### config.mk
export PLATFORM = sky130hd
export DESIGN_NAME = mt_maint_loopback_seq
export DESIGN_NICKNAME = d
export VERILOG_FILES = /design/src/rtl/mt_maint_pkg.sv /design/src/rtl/mt_lb_fifo.sv /design/src/rtl/mt_maint_loopback_seq.sv
export SDC_FILE = /design/constraint.sdc
export NUM_CORES = 1
export LEC_CHECK = 0
export ABC_AREA = 1
export CAP_MARGIN = 10
export CORE_ASPECT_RATIO = 0.75
export CORE_MARGIN = 2
export CORE_UTILIZATION = 50
export DETAILED_ROUTE_END_ITERATION = 10
export PLACE_DENSITY = 0.74
export SLEW_MARGIN = 20
export SYNTH_ARGS = -nofsm -noshare
export SYNTH_HDL_FRONTEND = slang
export SYNTH_SLANG_ARGS = --single-unit
export TNS_END_PERCENT = 100
### constraint.sdc
create_clock -name clk -period 1.9 [get_ports clk]
set_input_delay 0.38 -clock clk [delete_from_list [all_inputs] [get_ports clk]]
set_output_delay 0.38 -clock clk [all_outputs]
set_load 0.05 [all_outputs]
### src/rtl/mt_maint_pkg.sv
// Shared types for the MT maintenance wraparound sequencer.
// FSM states, maintenance opcodes and the 9-bit formatter character.
package mt_maint_pkg;

  typedef enum logic [2:0] {
    IDLE,
    WRITE,
    GAP,
    READ,
    DONE
  } mt_state_e;

  typedef logic [8:0] mt_char_t;

  localparam logic [3:0] mtMROP_NOP  = 4'd0;
  localparam logic [3:0] mtMROP_WRP1 = 4'd1;
  localparam logic [3:0] mtMROP_WRP2 = 4'd2;
  localparam logic [3:0] mtMROP_WRP3 = 4'd3;

  function automatic logic is_wrp(input logic [3:0] mop);
    return (mop == mtMROP_WRP1) ||
           (mop == mtMROP_WRP2) ||
           (mop == mtMROP_WRP3);
  endfunction

endpackage

### src/rtl/mt_lb_fifo.sv
// Loopback character FIFO, DEPTH x 9, with synchronous flush.
// Head is presented combinationally on dout_o.
module mt_lb_fifo
  import mt_maint_pkg::*;
#(
  parameter int DEPTH = 16
) (
  input  logic     clk,
  input  logic     rst,
  input  logic     flush_i,
  input  logic     push_i,
  input  mt_char_t din_i,
  input  logic     pop_i,
  output mt_char_t dout_o,
  output logic     full_o,
  output logic     empty_o
);

  localparam int AW = $clog2(DEPTH);

  mt_char_t    mem_q [DEPTH];
  logic [AW:0] wp_q;
  logic [AW:0] rp_q;

  assign empty_o = (wp_q == rp_q);
  assign full_o  = (wp_q[AW] != rp_q[AW]) &&
                   (wp_q[AW-1:0] == rp_q[AW-1:0]);
  assign dout_o  = mem_q[rp_q[AW-1:0]];

  always_ff @(posedge clk) begin
    if (rst || flush_i) begin
      wp_q <= '0;
      rp_q <= '0;
    end else begin
      if (push_i && !full_o)
        wp_q <= wp_q + {{AW{1'b0}}, 1'b1};
      if (pop_i && !empty_o)
        rp_q <= rp_q + {{AW{1'b0}}, 1'b1};
    end
  end

  always_ff @(posedge clk) begin
    if (push_i && !full_o && !flush_i)
      mem_q[wp_q[AW-1:0]] <= din_i;
  end

endmodule

### src/rtl/mt_maint_loopback_seq.sv
// MT maintenance-mode wraparound sequencer: record write,
// inter-record gap, then replay of the record to the read path.
module mt_maint_loopback_seq
  import mt_maint_pkg::*;
#(
  parameter int DEPTH     = 16,
  parameter int GAP_STEPS = 8
) (
  input  logic        clk,
  input  logic        rst,
  input  logic        mtMM,
  input  logic [3:0]  mtMOP,
  input  logic        mtMC,
  input  logic        mtBPICLK,
  input  logic        mtGO,
  input  logic        wrVALID,
  input  logic [8:0]  wrDATA,
  output logic        wrREADY,
  output logic        rdVALID,
  output logic [8:0]  rdDATA,
  input  logic        rdREADY,
  output logic [8:0]  mtMDF,
  output logic        mtBUSY,
  output logic        mtEOR,
  output logic        mtOVR,
  output logic [15:0] mtFRMCNT
);

  localparam int GW = $clog2(GAP_STEPS + 1);

  mt_state_e   state_q, state_d;
  logic [GW-1:0] gap_q, gap_d;
  logic        mc_q, mc2_q, bpi_q, bpi2_q, go_q;
  logic        busy_q, eor_q, eor_d;
  logic        rdv_q, rdv_d, ovr_q, ovr_d;
  mt_char_t    rdd_q, rdd_d, mdf_q, mdf_d;
  logic [15:0] cnt_q, cnt_d;
  logic        step, go_rise;
  logic        push, pop, flush, wr_rdy;
  mt_char_t    head;
  logic        full, empty;

  // Steps come from the registered clock levels, so they land one cycle late.
  assign step = mtMM && (is_wrp(mtMOP) ? (mc_q ^ mc2_q)
                                       : (bpi_q & ~bpi2_q));
  assign go_rise = mtGO & ~go_q;

  mt_lb_fifo #(.DEPTH(DEPTH)) u_fifo (
    .clk     (clk),
    .rst     (rst),
    .flush_i (flush),
    .push_i  (push),
    .din_i   (wrDATA),
    .pop_i   (pop),
    .dout_o  (head),
    .full_o  (full),
    .empty_o (empty)
  );

  always_comb begin
    state_d = state_q;
    gap_d   = gap_q;
    rdv_d   = rdv_q;
    rdd_d   = rdd_q;
    mdf_d   = mdf_q;
    ovr_d   = ovr_q;
    cnt_d   = cnt_q;
    eor_d   = 1'b0;
    push    = 1'b0;
    pop     = 1'b0;
    flush   = 1'b0;
    wr_rdy  = 1'b0;
    unique case (state_q)
      IDLE: begin
        if (mtMM && go_rise) begin
          state_d = WRITE;
          cnt_d   = '0;
          ovr_d   = 1'b0;
          flush   = 1'b1;
        end
      end
      WRITE: begin
        if (step) begin
          if (wrVALID && !full) begin
            wr_rdy = 1'b1;
            push   = 1'b1;
            mdf_d  = wrDATA;
            cnt_d  = cnt_q + 16'd1;
          end else if (wrVALID) begin
            ovr_d = 1'b1;
          end else begin
            state_d = GAP;
            gap_d   = GW'(GAP_STEPS);
          end
        end
      end
      GAP: begin
        if (step) begin
          gap_d = gap_q - GW'(1);
          if (gap_q == GW'(1))
            state_d = READ;
        end
      end
      READ: begin
        if (rdv_q && rdREADY) begin
          pop   = 1'b1;
          rdv_d = 1'b0;
        end else if (step) begin
          if (rdv_q) begin
            ovr_d = 1'b1;
          end else if (!empty) begin
            rdv_d = 1'b1;
            rdd_d = head;
            mdf_d = head;
          end else begin
            eor_d   = 1'b1;
            state_d = DONE;
          end
        end
      end
      DONE: state_d = IDLE;
      default: state_d = IDLE;
    endcase
    // Leaving maintenance mode aborts the record silently.
    if (state_q != IDLE && !mtMM) begin
      state_d = IDLE;
      flush   = 1'b1;
      rdv_d   = 1'b0;
      eor_d   = 1'b0;
      push    = 1'b0;
      pop     = 1'b0;
      wr_rdy  = 1'b0;
    end
  end

  always_ff @(posedge clk) begin
    if (rst) begin
      state_q <= IDLE;
      gap_q   <= GW'(GAP_STEPS);
      mc_q    <= 1'b0;
      mc2_q   <= 1'b0;
      bpi_q   <= 1'b0;
      bpi2_q  <= 1'b0;
      go_q    <= 1'b0;
      busy_q  <= 1'b0;
      eor_q   <= 1'b0;
      rdv_q   <= 1'b0;
      rdd_q   <= '0;
      mdf_q   <= '0;
      ovr_q   <= 1'b0;
      cnt_q   <= '0;
    end else begin
      state_q <= state_d;
      gap_q   <= gap_d;
      mc_q    <= mtMC;
      mc2_q   <= mc_q;
      bpi_q   <= mtBPICLK;
      bpi2_q  <= bpi_q;
      go_q    <= mtGO;
      busy_q  <= (state_d != IDLE);
      eor_q   <= eor_d;
      rdv_q   <= rdv_d;
      rdd_q   <= rdd_d;
      mdf_q   <= mdf_d;
      ovr_q   <= ovr_d;
      cnt_q   <= cnt_d;
    end
  end

  assign wrREADY  = wr_rdy;
  assign rdVALID  = rdv_q;
  assign rdDATA   = rdd_q;
  assign mtMDF    = mdf_q;
  assign mtBUSY   = busy_q;
  assign mtEOR    = eor_q;
  assign mtOVR    = ovr_q;
  assign mtFRMCNT = cnt_q;

endmodule

==> flow_metrics.tcl, run 1 <==
set metrics [dict create \
    first_global_vias 6934 \
    num-fill-cells 1466 \
    io-pin-count 60 \
    syn_nets 1063 \
    slew_viol_final 0 \
    finalWorstSetupSlack_ps -196 \
    post-route-util_pct 65.3 \
    yosysTopAreaCellShare_pct 45.7 \
    slowest_delay_ps 320 \
    overflow 0 \
    synth-simple-area-share_pct 27.4 \
    synth-xor-area-share_pct 1.20 \
    cp.buffers_inverters 4 \
    drv_cap 0 \
    synth_adder_area_share_pct 1.06 \
    hp-start "mtMC" \
    final_cell_count_no_fill 1445 \
    numCtsBuffers 22 \
    finalSetupViolations 69 \
    yosys_warnings 0 \
    drive_gt1_share_pct 22.5 \
    grt_max_degree 72 \
    clock_latency_ps 510 \
    reg2reg_from "state_q[2]" \
    critPathRequiredTime_ps 1520 \
    min_path_type "input pin to flip-flop" \
    final_nets 1211 \
    cp_common_cell "nor2_4" \
    start_util_pct 51.1 \
    critical_path_class "flip-flop to output pin" \
    post-route-period-util_pct 110 \
    vias_per_cell 5.39 \
    path_clk_slew_ps 70 \
    die_w_um 163 \
    synth_compound_area_share_pct 5.44 \
    antenna_found_initial 0 \
    ys_top_cells_by_area "edfxtp_1 (46%), dfxtp_1 (14%), nand2_1 (12%)" \
    synth.area.mux_share_pct 0 \
    gp_congestion 0.881 \
    clockBufferDepth 3 \
    vdd_drop_max_v 0.000534 \
    cp-start-kind "flip-flop" \
    synthToLayoutAreaGrowth_pct 27.8 \
    arrival_ps 1720 \
    drc 0 \
    synth.distinct_cells 39 \
    first_iter_violations 897 \
    path_delay_family "simple AND/OR/NAND/NOR gates" \
    critPathSlowestCell "dfxtp_2" \
    status "finished, violations left" \
    track_usage_pct 24.6 \
    dpl.hpwl_um 16100 \
    max_slew_margin_pct 42.1 \
    leakage_nw 4.83 \
    worst_pin_slew_ps 866 \
    die_h_um 123 \
    rows 43 \
    grt_first_pass_wirelength_um 37900 \
    violations "negative setup slack" \
    holdBufCountCts 0 \
    ys_seq_area_share_pct 59.3 \
    postRouteAntennaNets 0 \
    crit_path_cell_trace "nor2_2 > inv_2 > nor2_4 > inv_4 > nor2_8 > nand2_4 > nor2_4 > buf_6 > buf_12" \
    io_buffers 59 \
    crit_start "state_q[2]" \
    cts-root-buf "clkbuf_16" \
    final.setup_skew_ps 11.1 \
    ys_ff_latch 208 \
    coreArea_um2 18500 \
    rsz0062_at_grt "true" \
    final_common_cell "nand2_1" \
    fmax_mhz 477 \
    numClockSinks 208 \
    synth_top_area_cell "edfxtp_1" \
    postSynthCellCount 1034 \
    dp.cells 1374 \
    avgSynthCellArea_um2 9.14 \
    dieArea_um2 20000 \
    most-common-layout-cells "nand2_1 (279), edfxtp_1 (144), nor2_1 (129), buf_4 (103), nand3_1 (84)" \
    finalWirelength_um 25300 \
    diodes 0 \
    ctsHtreeMaxLevel 1 \
    pwr_density_cell_nw_per_um2 843 \
    routedWlPerCell_um 17.5 \
    cp-end-kind "output pin" \
    num_vias 7784 \
    synth_top_family_by_area "simple AND/OR/NAND/NOR gates" \
    syn_area_um2 9460 \
    cts_tree "yes" \
    hold_violations 0 \
    min_period_ps 2100 \
    dr.pass1.iters 5 \
    crit_fanout 2 \
]
[synth_stat cells, drive strengths merged]
| library cell | n |
|---|---|
| or2 | 1 |
| dfxtp | 64 |
| nor3 | 16 |
| o211ai | 4 |
| edfxtp | 144 |
| nand2 | 311 |
| clkinv | 3 |
| nor2 | 155 |
| xor2 | 7 |
| nand3b | 2 |
| inv | 84 |
| ha | 8 |
| o21ai | 56 |
| nand3 | 92 |
| clkbuf | 20 |
| a21oi | 31 |
| a21boi | 1 |
| buf | 18 |
| xnor2 | 6 |
| nand4 | 11 |
[tightest hold or removal path, cell delays in order]
cell and delay, ps:
clkdlybuf4s50_1 400, inv_1 60, nor2_1 40
[registers in the layout, summed over array words and instances (netlist names), named ones only]
signal and cells:
mc2_q 1, state_q 3, u_fifo.rp_q 5, mtOVR 1
gap_q 4, u_fifo.mem_q 144, rdVALID 1, u_fifo.wp_q 5
go_q 1, bpi2_q 1, mc_q 1, mtEOR 1
mtMDF 9, mtBUSY 1, mtFRMCNT 16, bpi_q 1
rdDATA 9
[what timing repair did]
item                                    4_1_cts  5_1_grt
setup buffers                                12        9
resized for setup                            35       32
cloned                                        0       12
hold endpoints to repair                      0        0
endpoints found under the setup margin       15      143
pin swaps                                    11       25
[cells by family (layout without fill, tap and decap cells)]
kind of cell             after synthesis  count (layout)
AO/OA/AOI/OAI                         92              92
flip-flops                           208             208
adder cells (fa/ha/maj)                8               8
AND/OR/NAND/NOR                      588             599
buffers and inverters                125             278
XOR/XNOR                              13              13
[per-layer routing]
layer	share of wire, %	GRT usage (%)
met1	45	37.3
met3	9.6	5.64
met5	0	0
met2	43	36.2
met4	1.8	5.09
[worst paths after layout]
| check | end | slack, ps | depth (start not counted) |
|---|---|---|---|
| min | mc_q | 420 | 3 |
| max | wrREADY | -200 | 9 |
| max reg2reg | u_fifo.mem_q[3][2] | -110 | 11 |
| min reg2reg | bpi2_q | 420 | 2 |
[through the flow]
step                power [mW]  hold WS, ps  worst slack, ps  area [µm²]  TNS [ps]
floorplan                 5.44          402             -220        9600    -29250
global placement          5.73          415             -268       10900    -43280
detailed placement        5.74          419             -275       10900    -45300
CTS                       10.2          409             -279       11800     -6880
global route              10.5          428             -255       12100    -10170
finish                    10.2          419             -196       12100     -3050
[power by group]
part / switching [mW] / internal, mW
sequential: 0.0270 / 4.87
combinational: 0.487 / 0.256
clock: 1.77 / 2.78
total: 2.28 / 7.91
[final cells by class]
class,count,area [µm²],share of cell area [%]
Clock buffer,31,643,5.32
Clock inverter,9,129,1.07
Inverter,87,329,2.72
Multi-Input combinational cell,712,3670,30.4
Sequential cell,208,5630,46.6
Tap cell,247,309,2.56
Timing Repair Buffer,151,1370,11.4
Note: power is estimated with default switching activity, not from simulation.
==> inputs of run 2 (changes only) <==
--- a/config.mk
+++ b/config.mk
@@ -12,6 +12,8 @@
 export CORE_UTILIZATION = 50
 export DETAILED_ROUTE_END_ITERATION = 10
 export PLACE_DENSITY = 0.74
+export REMOVE_ABC_BUFFERS = 1
+export SKIP_CTS_REPAIR_TIMING = 1
 export SLEW_MARGIN = 20
 export SYNTH_ARGS = -nofsm -noshare
 export SYNTH_HDL_FRONTEND = slang
==> run 2 against run 1 <==
Compared with the run above:
- the run still ends with negative setup slack left
- via count down 1.5%
- clock-buffer cell count down 6
- register-to-register slack better by 110 ps
- critical path type unchanged
==> flow_metrics.tcl, run 2 (same netlist as run 1, synthesis figures left out) <==
set metrics [dict create \
    status "finished, violations left" \
    violations "negative setup slack" \
    final_nets 1202 \
    clock_latency_ps 500 \
    final_common_cell "nand2_1" \
    start_util_pct 51.1 \
    post-route-period-util_pct 111 \
    hp-start "mtMC" \
    final_cell_count_no_fill 1434 \
    postRouteAntennaNets 0 \
    hold_depth 3 \
    arrival_ps 1720 \
    hold-worst-slack_ps 405 \
    reg2reg_from "state_q[2]" \
    finalWorstSetupSlack_ps -203 \
    finalSetupViolations 4 \
    final.setup_skew_ps 13.8 \
    die_h_um 123 \
    grt_max_degree 58 \
    numCtsBuffers 21 \
    leakage_nw 5.01 \
    hold_violations 0 \
    worst_pin_slew_ps 558 \
    antenna_found_initial 0 \
    dieArea_um2 20000 \
    rows 43 \
    fmax_mhz 475 \
    die_w_um 163 \
    crit_fanout 3 \
    io_buffers 59 \
    num-fill-cells 1527 \
    overflow 0 \
    drv_cap 0 \
    numClockSinks 208 \
    place_area_um2 10800 \
    fin_total_pwr_mw 9.52 \
    clockBufferDepth 3 \
    dr.pass1.iters 5 \
    dp.cells 1383 \
    r2r_slack_ps 0 \
    coreArea_um2 18500 \
    rr_worst_depth 11 \
    diodes 0 \
    gp_congestion 0.926 \
    finalWirelength_um 24600 \
    vdd_drop_max_v 0.000459 \
    cp-end-kind "output pin" \
    min_path_type "input pin to flip-flop" \
    pwr_density_cell_nw_per_um2 806 \
    first_global_vias 6887 \
    drive_gt1_share_pct 19.6 \
    first_iter_violations 839 \
    min_period_ps 2100 \
    synthToLayoutAreaGrowth_pct 24.9 \
    critical_path_class "flip-flop to output pin" \
    grt_first_pass_wirelength_um 37200 \
    min_to "mc_q" \
    track_usage_pct 24.1 \
    cts-root-buf "clkbuf_16" \
    ctsHtreeMaxLevel 1 \
    slew_viol_final 0 \
    io-pin-count 60 \
    path_clk_slew_ps 70 \
    critPathRequiredTime_ps 1520 \
    num_vias 7664 \
    cts_tree "yes" \
    vias_per_cell 5.34 \
    largest_reg_flops 144 \
    dpl.hpwl_um 16300 \
    rsz0062_at_grt "true" \
    routedWlPerCell_um 17.1 \
    most-common-layout-cells "nand2_1 (284), edfxtp_1 (144), nor2_1 (130), buf_4 (91), nand3_1 (89)" \
    drc 0 \
    max_slew_margin_pct 62.4 \
    cp-start-kind "flip-flop" \
    finalInstanceArea_um2 11800 \
    r2r-end "u_fifo.mem_q[0][7]" \
]
run 2: cell count changes in the layout (fill, tap and decap cells not counted), moves of 4 or more:
| cell | before | now |
|---|---|---|
| buf_4 | 103 | 91 |
| buf_6 | 1 | 13 |
| clkinv_1 | 3 | 9 |
| dlygate4sd2_1 | 14 | 0 |
| dlymetal6s2s_1 | 0 | 18 |
| nand2_1 | 279 | 284 |
| nand2_2 | 24 | 20 |
| nand3_1 | 84 | 89 |
| nand3_2 | 6 | 1 |
| nor2_2 | 3 | 10 |
| nor2_4 | 33 | 14 |
run 2: critical path: stages (launching register included):
cell and delay (ps):
dfxtp_2 370, inv_2 60, nand2_1 60, nand2_2 60, nor2_4 170, nand3_4 100, nand2_4 100, nor2_4 50
buf_6 110, buf_12 140
run 2: cell type report:
cell class	instances	area [µm²]	area share, %
Sequential cell	208	5630	47.7
Multi-Input combinational cell	701	3440	29.1
Timing Repair Buffer	154	1490	12.6
Clock buffer	25	541	4.58
Inverter	87	329	2.79
Tap cell	247	309	2.62
Clock inverter	12	77.6	0.657
run 2: worst max path at each step:
stage / start / depth (start not counted) / slack [ps] / to
finish: u_fifo.rp_q[3] / 9 / -200 / wrREADY
CTS: u_fifo.wp_q[1] / 9 / -350 / wrREADY
detailed placement: mtMOP[3] / 9 / -320 / u_fifo.mem_q[8][6]
global placement: mtMOP[3] / 10 / -290 / u_fifo.mem_q[15][6]
global route: u_fifo.rp_q[2] / 9 / -260 / wrREADY
floorplan: flip-flop / 9 / -1700 / mtMDF[3]
run 2: where the power goes:
group          internal [mW]  switching (mW)  leakage [nW]  total [mW]
Clock                   2.15            1.69         0.303        3.84
Combinational          0.279           0.495          2.89       0.775
Sequential              4.87          0.0268          1.82        4.90
Total                   7.31            2.21          5.01        9.52
run 2: routing by layer:
metal,part of all wire [%],track usage [%]
met1,45,37.4
met2,42,34.5
met3,11,5.00
met4,2.0,5.92
met5,0,0
run 2: per-stage QoR:
step	setup WS (ps)	TNS [ps]	utilization (%)
6_report	-203	-205	63.8
5_1_grt	-261	-3340	63.8
2_1_floorplan	-1700	-87670	-
4_1_cts	-347	-2680	61.9
3_5_place_dp	-319	-51170	58.5
3_3_place_gp	-285	-47060	58.5
==> inputs of run 3 (changes only) <==
--- a/config.mk
+++ b/config.mk
@@ -14,8 +14,8 @@
 export PLACE_DENSITY = 0.74
 export REMOVE_ABC_BUFFERS = 1
 export SKIP_CTS_REPAIR_TIMING = 1
-export SLEW_MARGIN = 20
+export SLEW_MARGIN = 15
 export SYNTH_ARGS = -nofsm -noshare
 export SYNTH_HDL_FRONTEND = slang
 export SYNTH_SLANG_ARGS = --single-unit
-export TNS_END_PERCENT = 100
+export TNS_END_PERCENT = 50
==> run 3 against run 2 <==
Compared with the run above:
- the run still ends with negative setup slack left
- utilization is 0.51 points lower
- final cell count fell by 0.35%
- non-clock buffer count is 5 lower
- sequential cell count stayed put
- worst hold slack improved by 3.0 ps
- clock power is essentially flat
- via count is 0.86% lower
- total power barely moved
- critical path type unchanged
- highest routed layer unchanged
==> flow_metrics.tcl, run 3 (same netlist as run 1, synthesis figures left out) <==
set metrics [dict create \
    finalSetupViolations 1 \
    io_buffers 59 \
    die_w_um 163 \
    gp_congestion 0.926 \
    largest_reg_flops 144 \
    die_h_um 123 \
    drc 0 \
    start_util_pct 51.1 \
    final.setup_skew_ps 14.7 \
    final_nets 1197 \
    clockBufferDepth 3 \
    finalWorstSetupSlack_ps -202 \
    setup-tns-final_ps -202 \
    diodes 0 \
    crit_fanout 3 \
    routedWlPerCell_um 17.0 \
    leakage_nw 4.97 \
    violations "negative setup slack" \
    slew_viol_final 0 \
    final_common_cell "nand2_1" \
    io-pin-count 60 \
    num_vias 7598 \
    cts-root-buf "clkbuf_16" \
    path_clk_slew_ps 70 \
    numClockSinks 208 \
    fin_total_pwr_mw 9.51 \
    status "finished, violations left" \
    place_area_um2 10800 \
    coreArea_um2 18500 \
    grt_use_met3_pct 5.00 \
    dieArea_um2 20000 \
    vias_per_cell 5.32 \
    overflow 0 \
    grt_first_pass_wirelength_um 37200 \
    min_path_type "input pin to flip-flop" \
    rsz0062_at_grt "true" \
    dpl.hpwl_um 16300 \
    dr.pass1.iters 5 \
    synthToLayoutAreaGrowth_pct 23.9 \
    track_usage_pct 24.1 \
    rows 43 \
    finalWirelength_um 24300 \
    clock_latency_ps 500 \
    max_slew_margin_pct 62.5 \
    finalInstanceArea_um2 11700 \
    first_iter_violations 819 \
    first_global_vias 6887 \
    top_usage_layer "met1" \
    min_period_ps 2100 \
    drv_cap 0 \
    cts_tree "yes" \
    num-fill-cells 1541 \
    reg2reg_from "state_q[2]" \
    post-route-period-util_pct 111 \
    grt_max_degree 58 \
    met1_usage_pct 37.4 \
    numCtsBuffers 21 \
    vdd_drop_max_v 0.000468 \
    antenna_found_initial 0 \
    arrival_ps 1720 \
    drive_gt1_share_pct 18.9 \
    ctsHtreeMaxLevel 1 \
    worst_pin_slew_ps 561 \
    postRouteAntennaNets 0 \
    most-common-layout-cells "nand2_1 (284), edfxtp_1 (144), nor2_1 (135), nand3_1 (89), buf_4 (88)" \
    hold_violations 0 \
    fmax_mhz 476 \
    crit_start "u_fifo.rp_q[3]" \
    critical_path_class "flip-flop to output pin" \
    cp-start-kind "flip-flop" \
    hold-worst-slack_ps 408 \
    hp-start "mtMC" \
    cp-end-kind "output pin" \
    pwr_density_cell_nw_per_um2 812 \
    critPathRequiredTime_ps 1520 \
    met2_usage_pct 34.5 \
]
-- run 3: cell count changes in the layout (fill, tap and decap cells not counted), sizes merged --
| cell | change |
|---|---|
| clkbuf | -1 |
| buf | -4 |
-- run 3: report_power, final --
group / internal [mW] / switching, mW
Sequential: 4.87 / 0.0267
Combinational: 0.278 / 0.493
Clock: 2.16 / 1.69
-- run 3: cell type report --
| cell class | instances | area [µm²] | area share [%] |
|---|---|---|---|
| Tap cell | 247 | 309 | 2.64 |
| Inverter | 87 | 329 | 2.81 |
| Clock buffer | 25 | 541 | 4.61 |
| Multi-Input combinational cell | 701 | 3400 | 29.0 |
| Timing Repair Buffer | 149 | 1430 | 12.2 |
| Sequential cell | 208 | 5630 | 48.1 |
| Clock inverter | 12 | 77.6 | 0.662 |
-- run 3: through the flow --
stage	utilization, %	std cells	worst slack, ps
after CTS	61.9	1420	-347
after global routing	63.3	1429	-261
after floorplan	-	996	-1700
after global placement	58.5	1383	-285
final	63.3	1429	-202
after detailed placement	58.5	1383	-319
-- run 3: layer usage --
layer	up-vias	part of all wire, %	routed length [µm]
li1	3661	-	-
met1	3534	46	11300
met2	372	42	10100
met3	31	10	2500
met4	0	1.8	433
met5	-	0	0
-- run 3: worst paths after layout --
check	slack [ps]	depth (start not counted)	endpoint
setup / recovery	-200	9	wrREADY
hold / removal	410	3	mc_q
setup reg to reg	20	11	u_fifo.mem_q[0][7]
hold reg to reg	430	2	bpi2_q
-- run 3: critical path, stage by stage, from the launching register on --
cell and delay (ps):
dfxtp_2 370, inv_2 60, nand2_1 60, nand2_2 60, nor2_4 170, nand3_4 100
nand2_4 100, nor2_4 50, buf_6 110, buf_12 140
